<file path="src/rtl/gamepad_pmod_serializer_pkg.sv">
`default_nettype none
// ============================================================================
//  Module   : gamepad_pmod_pkg
//  Brief    : Shared constants, button bit positions and serializer FSM
//             state encoding for the Gamepad Pmod serial link.
//  Revision : 1.0  initial release
// ============================================================================
package gamepad_pmod_pkg;

    // Bits carried per controller and the word sent for an absent controller
    localparam int          PAD_BITS  = 12;
    localparam logic [11:0] PAD_EMPTY = 12'hFFF;

    // Button positions inside one 12-bit pad word (1 = pressed)
    localparam int B_IDX      = 11;
    localparam int Y_IDX      = 10;
    localparam int SELECT_IDX = 9;
    localparam int START_IDX  = 8;
    localparam int UP_IDX     = 7;
    localparam int DOWN_IDX   = 6;
    localparam int LEFT_IDX   = 5;
    localparam int RIGHT_IDX  = 4;
    localparam int A_IDX      = 3;
    localparam int X_IDX      = 2;
    localparam int L_IDX      = 1;
    localparam int R_IDX      = 0;

    // Serializer FSM state encoding
    typedef enum logic [2:0] {
        ST_IDLE     = 3'd0,
        ST_SHIFT_LO = 3'd1,
        ST_SHIFT_HI = 3'd2,
        ST_LATCH    = 3'd3,
        ST_GAP      = 3'd4
    } state_t;

    // Word placed on the line for one pad: its buttons, or all-ones if absent
    function automatic logic [PAD_BITS-1:0] pad_word(input logic [PAD_BITS-1:0] i_buttons,
                                                     input logic                i_present);
        return i_present ? i_buttons : PAD_EMPTY;
    endfunction

endpackage
`default_nettype wire

</file>
<file path="src/rtl/gamepad_pmod_serializer_if.sv">
`default_nettype none
// ============================================================================
//  Module   : gamepad_pmod_serializer_if
//  Brief    : Parallel button inputs and 3-wire serial/status outputs of the
//             Gamepad Pmod serializer. master = button source, slave = DUT.
//  Revision : 1.0  initial release
// ============================================================================
interface gamepad_pmod_serializer_if #(
    parameter int NUM_PADS = 1
) ();
    import gamepad_pmod_pkg::*;

    logic                         enable;
    logic [PAD_BITS*NUM_PADS-1:0] buttons;
    logic [NUM_PADS-1:0]          present;
    logic                         pmod_data;
    logic                         pmod_clk;
    logic                         pmod_latch;
    logic                         busy;
    logic                         frame_done;

    modport master (
        output enable, buttons, present,
        input  pmod_data, pmod_clk, pmod_latch, busy, frame_done
    );

    modport slave (
        input  enable, buttons, present,
        output pmod_data, pmod_clk, pmod_latch, busy, frame_done
    );
endinterface
`default_nettype wire

</file>
<file path="src/rtl/gamepad_pmod_serializer_timer.sv">
`default_nettype none
// ============================================================================
//  Module   : pmod_half_period_timer
//  Brief    : Phase timer for the serializer. A load restarts the count at 0;
//             o_tick flags the last cycle of a CLK_DIV-long phase, or of a
//             2*CLK_DIV-long phase when i_long was set at load.
//  Revision : 1.0  initial release
// ============================================================================
module pmod_half_period_timer #(
    parameter int CLK_DIV = 4
) (
    input  wire logic clk,
    input  wire logic reset,
    input  wire logic i_load,
    input  wire logic i_long,
    output wire logic o_tick
);
    localparam int             CW         = $clog2(2*CLK_DIV);
    localparam logic [CW-1:0]  SHORT_LAST = CW'(CLK_DIV-1);
    localparam logic [CW-1:0]  LONG_LAST  = CW'(2*CLK_DIV-1);
    localparam logic [CW-1:0]  CNT_ONE    = CW'(1);

    logic [CW-1:0] r_cnt;
    logic          r_long;

    assign o_tick = (r_cnt == (r_long ? LONG_LAST : SHORT_LAST));

    // Count from 0 after each load and hold at the terminal value until reloaded
    always_ff @(posedge clk or posedge reset) begin
        if (reset) begin
            r_cnt  <= '0;
            r_long <= 1'b0;
        end else if (i_load) begin
            r_cnt  <= '0;
            r_long <= i_long;
        end else if (!o_tick) begin
            r_cnt  <= r_cnt + CNT_ONE;
        end
    end
endmodule
`default_nettype wire

</file>
<file path="src/rtl/gamepad_pmod_serializer.sv">
`default_nettype none
// ============================================================================
//  Module   : gamepad_pmod_serializer
//  Brief    : Turns parallel button vectors into the Gamepad Pmod 3-wire
//             stream (data/clk/latch), MSB first, pad 0 last on the wire.
//  Revision : 1.0  initial release
// ============================================================================
module gamepad_pmod_serializer
    import gamepad_pmod_pkg::*;
#(
    parameter int NUM_PADS  = 1,
    parameter int CLK_DIV   = 4,
    parameter int FRAME_GAP = 64
) (
    input  wire logic                 clk,
    input  wire logic                 reset,
    gamepad_pmod_serializer_if.slave  bus
);
    localparam int            N        = PAD_BITS*NUM_PADS;
    localparam int            BW       = $clog2(N);
    localparam int            GW       = (FRAME_GAP > 1) ? $clog2(FRAME_GAP) : 1;
    localparam logic [BW-1:0] LAST_BIT = BW'(N-1);
    localparam logic [BW-1:0] BIT_ONE  = BW'(1);
    localparam logic [GW-1:0] GAP_LAST = GW'(FRAME_GAP-1);
    localparam logic [GW-1:0] GAP_ONE  = GW'(1);

    state_t          r_state;
    logic [N-2:0]    r_shift;      // bits still to send after the one on the line
    logic [BW-1:0]   r_bit_cnt;
    logic [GW-1:0]   r_gap_cnt;
    logic            r_pmod_data;
    logic            r_pmod_clk;
    logic            r_pmod_latch;
    logic            r_busy;
    logic            r_frame_done;

    logic [N-1:0]    w_frame;
    logic            w_tick;
    logic            w_tmr_load;
    logic            w_tmr_long;

    // Absent pads are replaced by the all-ones word before the snapshot
    generate
        for (genvar p = 0; p < NUM_PADS; p++) begin : g_pad
            assign w_frame[PAD_BITS*p +: PAD_BITS] =
                pad_word(bus.buttons[PAD_BITS*p +: PAD_BITS], bus.present[p]);
        end
    endgenerate

    // Timer restarts on every phase change; the latch phase is the long one
    assign w_tmr_load = (r_state == ST_IDLE) ||
                        (w_tick && ((r_state == ST_SHIFT_LO) ||
                                    (r_state == ST_SHIFT_HI) ||
                                    (r_state == ST_LATCH)));
    assign w_tmr_long = (r_state == ST_SHIFT_HI) && (r_bit_cnt == LAST_BIT);

    pmod_half_period_timer #(
        .CLK_DIV (CLK_DIV)
    ) u_timer (
        .clk    (clk),
        .reset  (reset),
        .i_load (w_tmr_load),
        .i_long (w_tmr_long),
        .o_tick (w_tick)
    );

    // Frame sequencer: snapshot, shift out N bits, latch pulse, idle gap
    always_ff @(posedge clk or posedge reset) begin
        if (reset) begin
            r_state      <= ST_IDLE;
            r_shift      <= '0;
            r_bit_cnt    <= '0;
            r_gap_cnt    <= '0;
            r_pmod_data  <= 1'b0;
            r_pmod_clk   <= 1'b0;
            r_pmod_latch <= 1'b0;
            r_busy       <= 1'b0;
            r_frame_done <= 1'b0;
        end else begin
            r_frame_done <= 1'b0;
            case (r_state)
                ST_IDLE: begin
                    r_pmod_data  <= 1'b0;
                    r_pmod_clk   <= 1'b0;
                    r_pmod_latch <= 1'b0;
                    r_busy       <= 1'b0;
                    if (bus.enable) begin
                        r_shift     <= w_frame[N-2:0];
                        r_bit_cnt   <= '0;
                        r_pmod_data <= w_frame[N-1];
                        r_busy      <= 1'b1;
                        r_state     <= ST_SHIFT_LO;
                    end
                end
                ST_SHIFT_LO: begin
                    if (w_tick) begin
                        r_pmod_clk <= 1'b1;
                        r_state    <= ST_SHIFT_HI;
                    end
                end
                ST_SHIFT_HI: begin
                    if (w_tick) begin
                        r_pmod_clk <= 1'b0;
                        if (r_bit_cnt == LAST_BIT) begin
                            r_pmod_data  <= 1'b0;
                            r_pmod_latch <= 1'b1;
                            r_state      <= ST_LATCH;
                        end else begin
                            // Data only moves while the serial clock is low
                            r_bit_cnt   <= r_bit_cnt + BIT_ONE;
                            r_pmod_data <= r_shift[N-2];
                            r_shift     <= {r_shift[N-3:0], 1'b0};
                            r_state     <= ST_SHIFT_LO;
                        end
                    end
                end
                ST_LATCH: begin
                    if (w_tick) begin
                        r_pmod_latch <= 1'b0;
                        r_frame_done <= 1'b1;
                        r_gap_cnt    <= '0;
                        r_state      <= ST_GAP;
                    end
                end
                ST_GAP: begin
                    if (r_gap_cnt == GAP_LAST) begin
                        r_busy  <= 1'b0;
                        r_state <= ST_IDLE;
                    end else begin
                        r_gap_cnt <= r_gap_cnt + GAP_ONE;
                    end
                end
                default: begin
                    r_pmod_data  <= 1'b0;
                    r_pmod_clk   <= 1'b0;
                    r_pmod_latch <= 1'b0;
                    r_busy       <= 1'b0;
                    r_state      <= ST_IDLE;
                end
            endcase
        end
    end

    assign bus.pmod_data  = r_pmod_data;
    assign bus.pmod_clk   = r_pmod_clk;
    assign bus.pmod_latch = r_pmod_latch;
    assign bus.busy       = r_busy;
    assign bus.frame_done = r_frame_done;
endmodule
`default_nettype wire
</file>
<file path="src/flat_wrapper.sv">
// flat-port wrapper written by rule: the top's interface ports become plain ports
module gamepad_pmod_serializer_flat import gamepad_pmod_pkg::*;
#(
    parameter int NUM_PADS  = 1,
    parameter int CLK_DIV   = 4,
    parameter int FRAME_GAP = 64
)
  (clk, reset, bus_enable, bus_buttons, bus_present, bus_pmod_data, bus_pmod_clk, bus_pmod_latch, bus_busy, bus_frame_done);
  gamepad_pmod_serializer_if #(.NUM_PADS(NUM_PADS)) bus_i ();
  input  wire logic clk;
  input  wire logic reset;
  input wire logic [$bits(bus_i.enable)-1:0] bus_enable;
  input wire logic [$bits(bus_i.buttons)-1:0] bus_buttons;
  input wire logic [$bits(bus_i.present)-1:0] bus_present;
  output wire logic [$bits(bus_i.pmod_data)-1:0] bus_pmod_data;
  output wire logic [$bits(bus_i.pmod_clk)-1:0] bus_pmod_clk;
  output wire logic [$bits(bus_i.pmod_latch)-1:0] bus_pmod_latch;
  output wire logic [$bits(bus_i.busy)-1:0] bus_busy;
  output wire logic [$bits(bus_i.frame_done)-1:0] bus_frame_done;
  assign bus_i.enable = bus_enable;
  assign bus_i.buttons = bus_buttons;
  assign bus_i.present = bus_present;
  assign bus_pmod_data = bus_i.pmod_data;
  assign bus_pmod_clk = bus_i.pmod_clk;
  assign bus_pmod_latch = bus_i.pmod_latch;
  assign bus_busy = bus_i.busy;
  assign bus_frame_done = bus_i.frame_done;
  gamepad_pmod_serializer #(.NUM_PADS(NUM_PADS), .CLK_DIV(CLK_DIV), .FRAME_GAP(FRAME_GAP)) u_core (.clk(clk), .reset(reset), .bus(bus_i));
endmodule
</file>
<file path="config.mk">
export PLATFORM = sky130hd
export DESIGN_NAME = gamepad_pmod_serializer_flat
export DESIGN_NICKNAME = d
export VERILOG_FILES = /design/src/rtl/gamepad_pmod_serializer_pkg.sv /design/src/rtl/gamepad_pmod_serializer_if.sv /design/src/rtl/gamepad_pmod_serializer_timer.sv /design/src/rtl/gamepad_pmod_serializer.sv /design/src/flat_wrapper.sv
export SDC_FILE = /design/constraint.sdc
export NUM_CORES = 1
export LEC_CHECK = 0
export ABC_CLOCK_PERIOD_IN_PS = 4400
export CORE_MARGIN = 1.5
export CORE_UTILIZATION = 55
export DETAILED_ROUTE_END_ITERATION = 7
export PLACE_DENSITY_LB_ADDON = 0.15
export SLEW_MARGIN = 10
export SYNTH_ARGS = -nofsm -noshare
export SYNTH_HDL_FRONTEND = slang
export SYNTH_SLANG_ARGS = --single-unit
export TNS_END_PERCENT = 20
</file>
<file path="constraint.sdc">
create_clock -name clk -period 4.4 [get_ports clk]
set_clock_uncertainty 0.05 [all_clocks]
set_input_delay 0.66 -clock clk [delete_from_list [all_inputs] [get_ports clk]]
set_output_delay 0.66 -clock clk [all_outputs]
set_load 0.005 [all_outputs]
</file>
# [Yosys cells after proc, flatten, opt, wreduce, memory -nomap -nowiden]
# Cells that the tools add are included.
[word_totals] ff_bits=33 in_bits=16
[op_classes] add_sub_neg=3 eq_ne=16 mux=37 n_bitwise=4 reduce_logical=19
[ops] op="$mux W11" n=3
[ops] op="$mux W3" n=8
[ops] op="$pmux W11 S2" n=1
[ops] op="$pmux W3 S5" n=1
[ops] op="$mux W12" n=1
[ops] op="$mux W4" n=3
[ops] op="$mux W6" n=2
[ops] op="$pmux W1 S3" n=4
[ops] op="$pmux W6 S2" n=1
[ops] op="$mux W1" n=11
[ops] op="$ne A2 B2 Y1 const B" n=5
[ops] op="$ne A2 B1 Y1 const B" n=4
[ops] op="$pmux W4 S2" n=1
[ops] op="$reduce_and A4 Y1" n=2
[ops] op="$add A6 B1 Y6 const B" n=1
[ops] op="$eq A3 B2 Y1 const B" n=2
[ops] op="$eq A6 B6 Y1 const B" n=1
[ops] op="$reduce_and A3 Y1" n=2
[ops] op="$reduce_or A3 Y1" n=2
[ops] op="$reduce_and A5 Y1" n=1
[ops] op="$add A4 B1 Y4 const B" n=1
[ops] op="$eq A4 B4 Y1 const B" n=1
[ops] op="$not A1 Y1" n=4
[ops] op="$reduce_and A2 Y1" n=2
[ops] op="other kinds (10)" n=15

# [Longest topological paths before layout]
[depth] word_depth=6 ltp_mapped=6 ltp_nobuf=5

# [Cells and area by module]
# From an unflattened synthesis, not the netlist that was laid out.
[unflattened] hier_cells=177 hier_area_um2=1727.9
[modules_own_cells] mod="gamepad_pmod_serializer" n_inst=1 cells_each=160 area_per_inst_um2=1524.0 seq_area_each_um2=725.7
[modules_own_cells] mod="pmod_half_period_timer" n_inst=1 cells_each=17 area_per_inst_um2=203.9 seq_area_each_um2=100.1

# [Worst setup path after synthesis]
# No wires, ideal clock.
[synth_path] path_type="in2reg" start="input bus_enable" end="register u_core.r_shift[10]" arrival_time_ps=1758 required_time_ps=4223 slack_ps=2464 stages=5 path_buffers=1 cell_sequence="nor4b_2 > a21o_1 > a21boi_4 > buf_6 > mux2_1"
[synth_via] elab_chain_cells=2
[synth_rtl] item="from (decl)" line_no="flat_wrapper.sv:12" text="input wire logic [$bits(bus_i.enable)-1:0] bus_enable;"
[synth_rtl] item="$ne A2 B2 Y1 (no line)"
[synth_rtl] item="$reduce_and A4 Y1 (no line)"
[synth_rtl] item="to (signal assigned)" line_no="gamepad_pmod_serializer.sv:88" text="r_shift <= w_frame[N-2:0];"
[synth_rtl] item="to (signal assigned)" line_no="gamepad_pmod_serializer.sv:112" text="r_shift <= {r_shift[N-3:0], 1'b0};"
[synth_rtl] item="to (decl)" line_no="gamepad_pmod_serializer.sv:28" text="logic [N-2:0] r_shift;"
# No other way between the ends.
# A chain may end at the register's enable or synchronous reset.

# [Worst setup path in the final report]
[layout_path] start="register u_core.r_state[1]" end="register u_core.r_shift[6]"
[layout_via] elab_chain_cells=3 word_cells_on_any_way=8 classes_between="eq/ne: 4; mux: 1; reduce/logical: 3"
[layout_rtl] item="from (decl)" line_no="gamepad_pmod_serializer.sv:27" text="state_t r_state;"
[layout_rtl] item="from (signal assigned)" line_no="gamepad_pmod_serializer.sv:70" text="r_state <= ST_IDLE;"
[layout_rtl] item="from (signal assigned)" line_no="gamepad_pmod_serializer.sv:92" text="r_state <= ST_SHIFT_LO;"
[layout_rtl] item="from (signal assigned)" line_no="gamepad_pmod_serializer.sv:98" text="r_state <= ST_SHIFT_HI;"
[layout_rtl] item="$eq A3 B2 Y1 / $logic_not A3 Y1 (equally long branches)" line_no="gamepad_pmod_serializer.sv:81" text="case (r_state)"
[layout_rtl] item="$ne A2 B1 Y1 (no line), or another cell as far along"
[layout_rtl] item="$reduce_and A4 Y1 (no line)"
# Several ways; a longest one is shown, not always the timed one.

==> impl_metrics.csv <==
group,metric,value,unit
power,p_seq_share,48.4,%
setup_path,cp_max_fo,26,
setup_path,required,4.57,ns
grt,antenna_found_initial,0,
power,p_clk_share,16.7,%
cts,postCtsSetupBuffers,0,
die,core_area,3050,um^2
sta,slew_headroom,32.1,%
sta,finalSetupTns,0,ns
route,ant_nets,0,
place,globalplace.congestion,0.785,
yosys,synth.distinct_cells,40,
power,combPwrFrac,34.9,%
setup_path,rr_startpoint,"u_core.r_state[1]",
yosys,async_reset_ff_share,100,%
sta,setup_slack,1.72,ns
layout,nNetsFinal,223,
cts,cts_resized,0,
power,p_int,0.657,mW
die,fp.dieH,59.8,um
yosys,synth_top_family_by_area,"simple AND/OR/NAND/NOR gates",
cts,cts_tree,"built",
setup_path,r2r-end,"u_core.r_shift[6]",
die,num_rows,20,
cts,h-tree-depth,2,
yosys,yosys.area_share.simple,19.8,%
grt,grt_busiest_layer,"met2",
sta,period_share,60.9,%
setup_path,slowest_stage,"nor3b_4",
sta,worst_slew_pin_slew,1.02,ns
route,drtIter0Drc,64,
setup_path,cp.arrival,2.85,ns
route,via_per_inst,5.62,
yosys,synthMuxAreaShare,8.60,%
grt,use_met1,27.2,%
grt,use_met2,32.3,%
hold_path,whs_path_depth,1,
yosys,synth_compound_area_share,14.7,%
setup_path,critPathLaunchType,"flip-flop",
setup_path,crit_path_max_incr_delay,0.84,ns
yosys,synthCells,187,
hold_path,min_to,"u_core.r_shift[1]",
yosys,synth_nets,206,
cts,clock_sinks,33,
route,totalWireLength,3.29,mm
power,cellLeakagePower,0.824,nW
sta,drv_slew,0,
grt,grtUsageTotal,21.0,%
yosys,yosys_most_used_dff,"dfrtp_1",
cts,cts_root_buf,"clkbuf_4",
flow_run,maxCapViolCount,0,
cts,clk_pin_slew,0.10,ns
yosys,avgSynthCellArea,9.49,um^2
die,die_w,59.8,um
place,dp_worst_setup_slack,1.69,ns
sta,hold_violations,0,
hold_path,hp-class,"reg2reg",
route,wl_per_cell,13.3,um
route,vias,1393,
power,switching_share,35.9,%
grt,met3_usage,6.28,%
grt,grt_max_degree,29,
layout,final_cell_mix,"dfrtp_1 (33), o21ai_0 (22), nand2_1 (20), clkdlybuf4s50_1 (20), nor2_1 (16)",
yosys,synthXorXnorAreaFrac,2.96,%
setup_path,r2r_slack,1.72,ns
grt,first_global_vias,1266,
setup_path,critPathTopFamily,"simple AND/OR/NAND/NOR gates",
grt,gr-total-overflow,0,
cts,clk_latency,0.34,ns
sta,period_minus_slack,2.68,ns
yosys,ys_warn_count,0,
hold_path,hp-start,"u_core.r_shift[1]",
power,power_density,503,nW/um^2
layout,fillers,272,
sta,rsz0062_at_grt,"false",
sta,finalSetupViolations,0,
sta,timing.fmax,373,MHz
layout,utilization,66.8,%
layout,antennaDiodeCount,0,
cts,cts_made_buffers,5,
layout,drive_gt1_share,7.84,%
power,vdd_drop_max,0.000244,V
yosys,synth-edff-count,0,
layout,syn2layout_area_growth,15.0,%
setup_path,cp-end-kind,"flip-flop",
cts,cts_hold_buf,0,
route,drc,0,
yosys,yosysSeqAreaShare,46.5,%
power,switchingPower,0.368,mW
setup_path,path_cells,"nor3b_4 -> a21o_1 -> a21boi_4 -> mux2_2",
die,start_util,58.1,%
setup_path,critical_path_buf_inv_count,0,
die,io_pins,21,
grt,grt_first_pass_wirelength,5.62,mm
yosys,synth-seq-cells,33,
cts,cts_buffer_depth,2,
place,dpl.hpwl,2.32,mm
yosys,synth_area,1770,um^2
yosys,synthAdderAreaFrac,2.12,%
layout,layout_commonest_cell,"dfrtp_1",
die,die_area,3580,um^2
place,io_buffers,20,
setup_path,crit_type,"reg2reg",
setup_path,reg2reg_depth,4,
run_status,outcome,"completed",
route,dr.pass1.iters,4,
[Yosys cell counts, types with 2 or more instances]
library cell	count	area (um^2)
a21oi_1	4	20.0
a22o_1	2	17.5
and2_1	2	12.5
buf_1	2	7.51
buf_2	3	15.0
clkbuf_1	5	18.8
dfrtp_1	33	826
ha_1	3	37.5
inv_1	11	41.3
mux2_1	7	78.8
mux2_2	3	33.8
mux2i_1	4	40.0
nand2_1	20	75.1
nand3_1	13	65.1
nand3b_1	2	15.0
nand4_1	3	18.8
nand4b_1	2	17.5
nor2_1	16	60.1
nor3_1	3	15.0
o211ai_1	2	15.0
o21ai_0	22	110
o22ai_1	3	18.8
xnor2_1	4	35.0
xor2_1	2	17.5
[layout make-up]
cell class	instances	area, um^2	area share, %
Timing Repair Buffer	21	208	10.2
Inverter	11	41.3	2.02
Tap cell	44	55.1	2.70
Sequential cell	33	826	40.5
Multi-Input combinational cell	132	855	41.9
Clock buffer	7	55.1	2.70
[kinds of logic (layout without fill, tap and decap cells)]
| logic type | count (synthesis) | after routing |
|---|---|---|
| and+or+nand+nor | 68 | 68 |
| AOI/OAI and AO/OA | 41 | 41 |
| DFF | 33 | 33 |
| buffers and inverters | 22 | 39 |
| muxes | 14 | 14 |
| xor gates and xnor gates | 6 | 6 |
| adders and majority gates | 3 | 3 |
[flip-flops by register name, indices dropped and copies added (netlist names), 3 cells and up]
register and cells:
u_core.r_bit_cnt 4, u_core.u_timer.r_cnt 3, u_core.r_gap_cnt 6, u_core.r_shift 11, u_core.r_state 3
[power groups by stage]
| stage | Combinational [mW] | Sequential (mW) | Clock (mW) |
|---|---|---|---|
| after global placement | 0.344 | 0.492 | 0 |
| final | 0.358 | 0.496 | 0.171 |
| after CTS | 0.359 | 0.494 | 0.178 |
| after global routing | 0.400 | 0.511 | 0.191 |
| after floorplan | 0.310 | 0.454 | 0 |
| after detailed placement | 0.357 | 0.501 | 0 |
[worst max-delay path by stage]
stage | start | cells after the start | to
2_1_floorplan | bus_enable | 5 | u_core.r_shift[10]
3_3_place_gp | bus_enable | 5 | u_core.r_shift[5]
3_5_place_dp | bus_enable | 5 | u_core.r_shift[6]
4_1_cts | u_core.r_state[1] | 4 | u_core.r_shift[6]
5_1_grt | u_core.r_state[1] | 4 | u_core.r_shift[6]
6_report | u_core.r_state[1] | 4 | u_core.r_shift[6]
[metrics by stage]
step	cell area (um^2)	std cells	hold slack [ns]	power, mW
3_5_place_dp	1980	241	0.429	0.858
6_report	2040	248	0.445	1.03
2_1_floorplan	1770	187	0.408	0.764
5_1_grt	2040	248	0.471	1.10
4_1_cts	2040	248	0.451	1.03
3_3_place_gp	1980	241	0.416	0.836
[per-layer routing]
metal	wire (um)	share of wire, %	vias up
met2	1530	46	40
li1	-	-	687
met5	0	0	-
met3	158	4.8	6
met4	61	1.9	0
met1	1540	47	660
No activity file was read; power rests on OpenSTA's default activity.
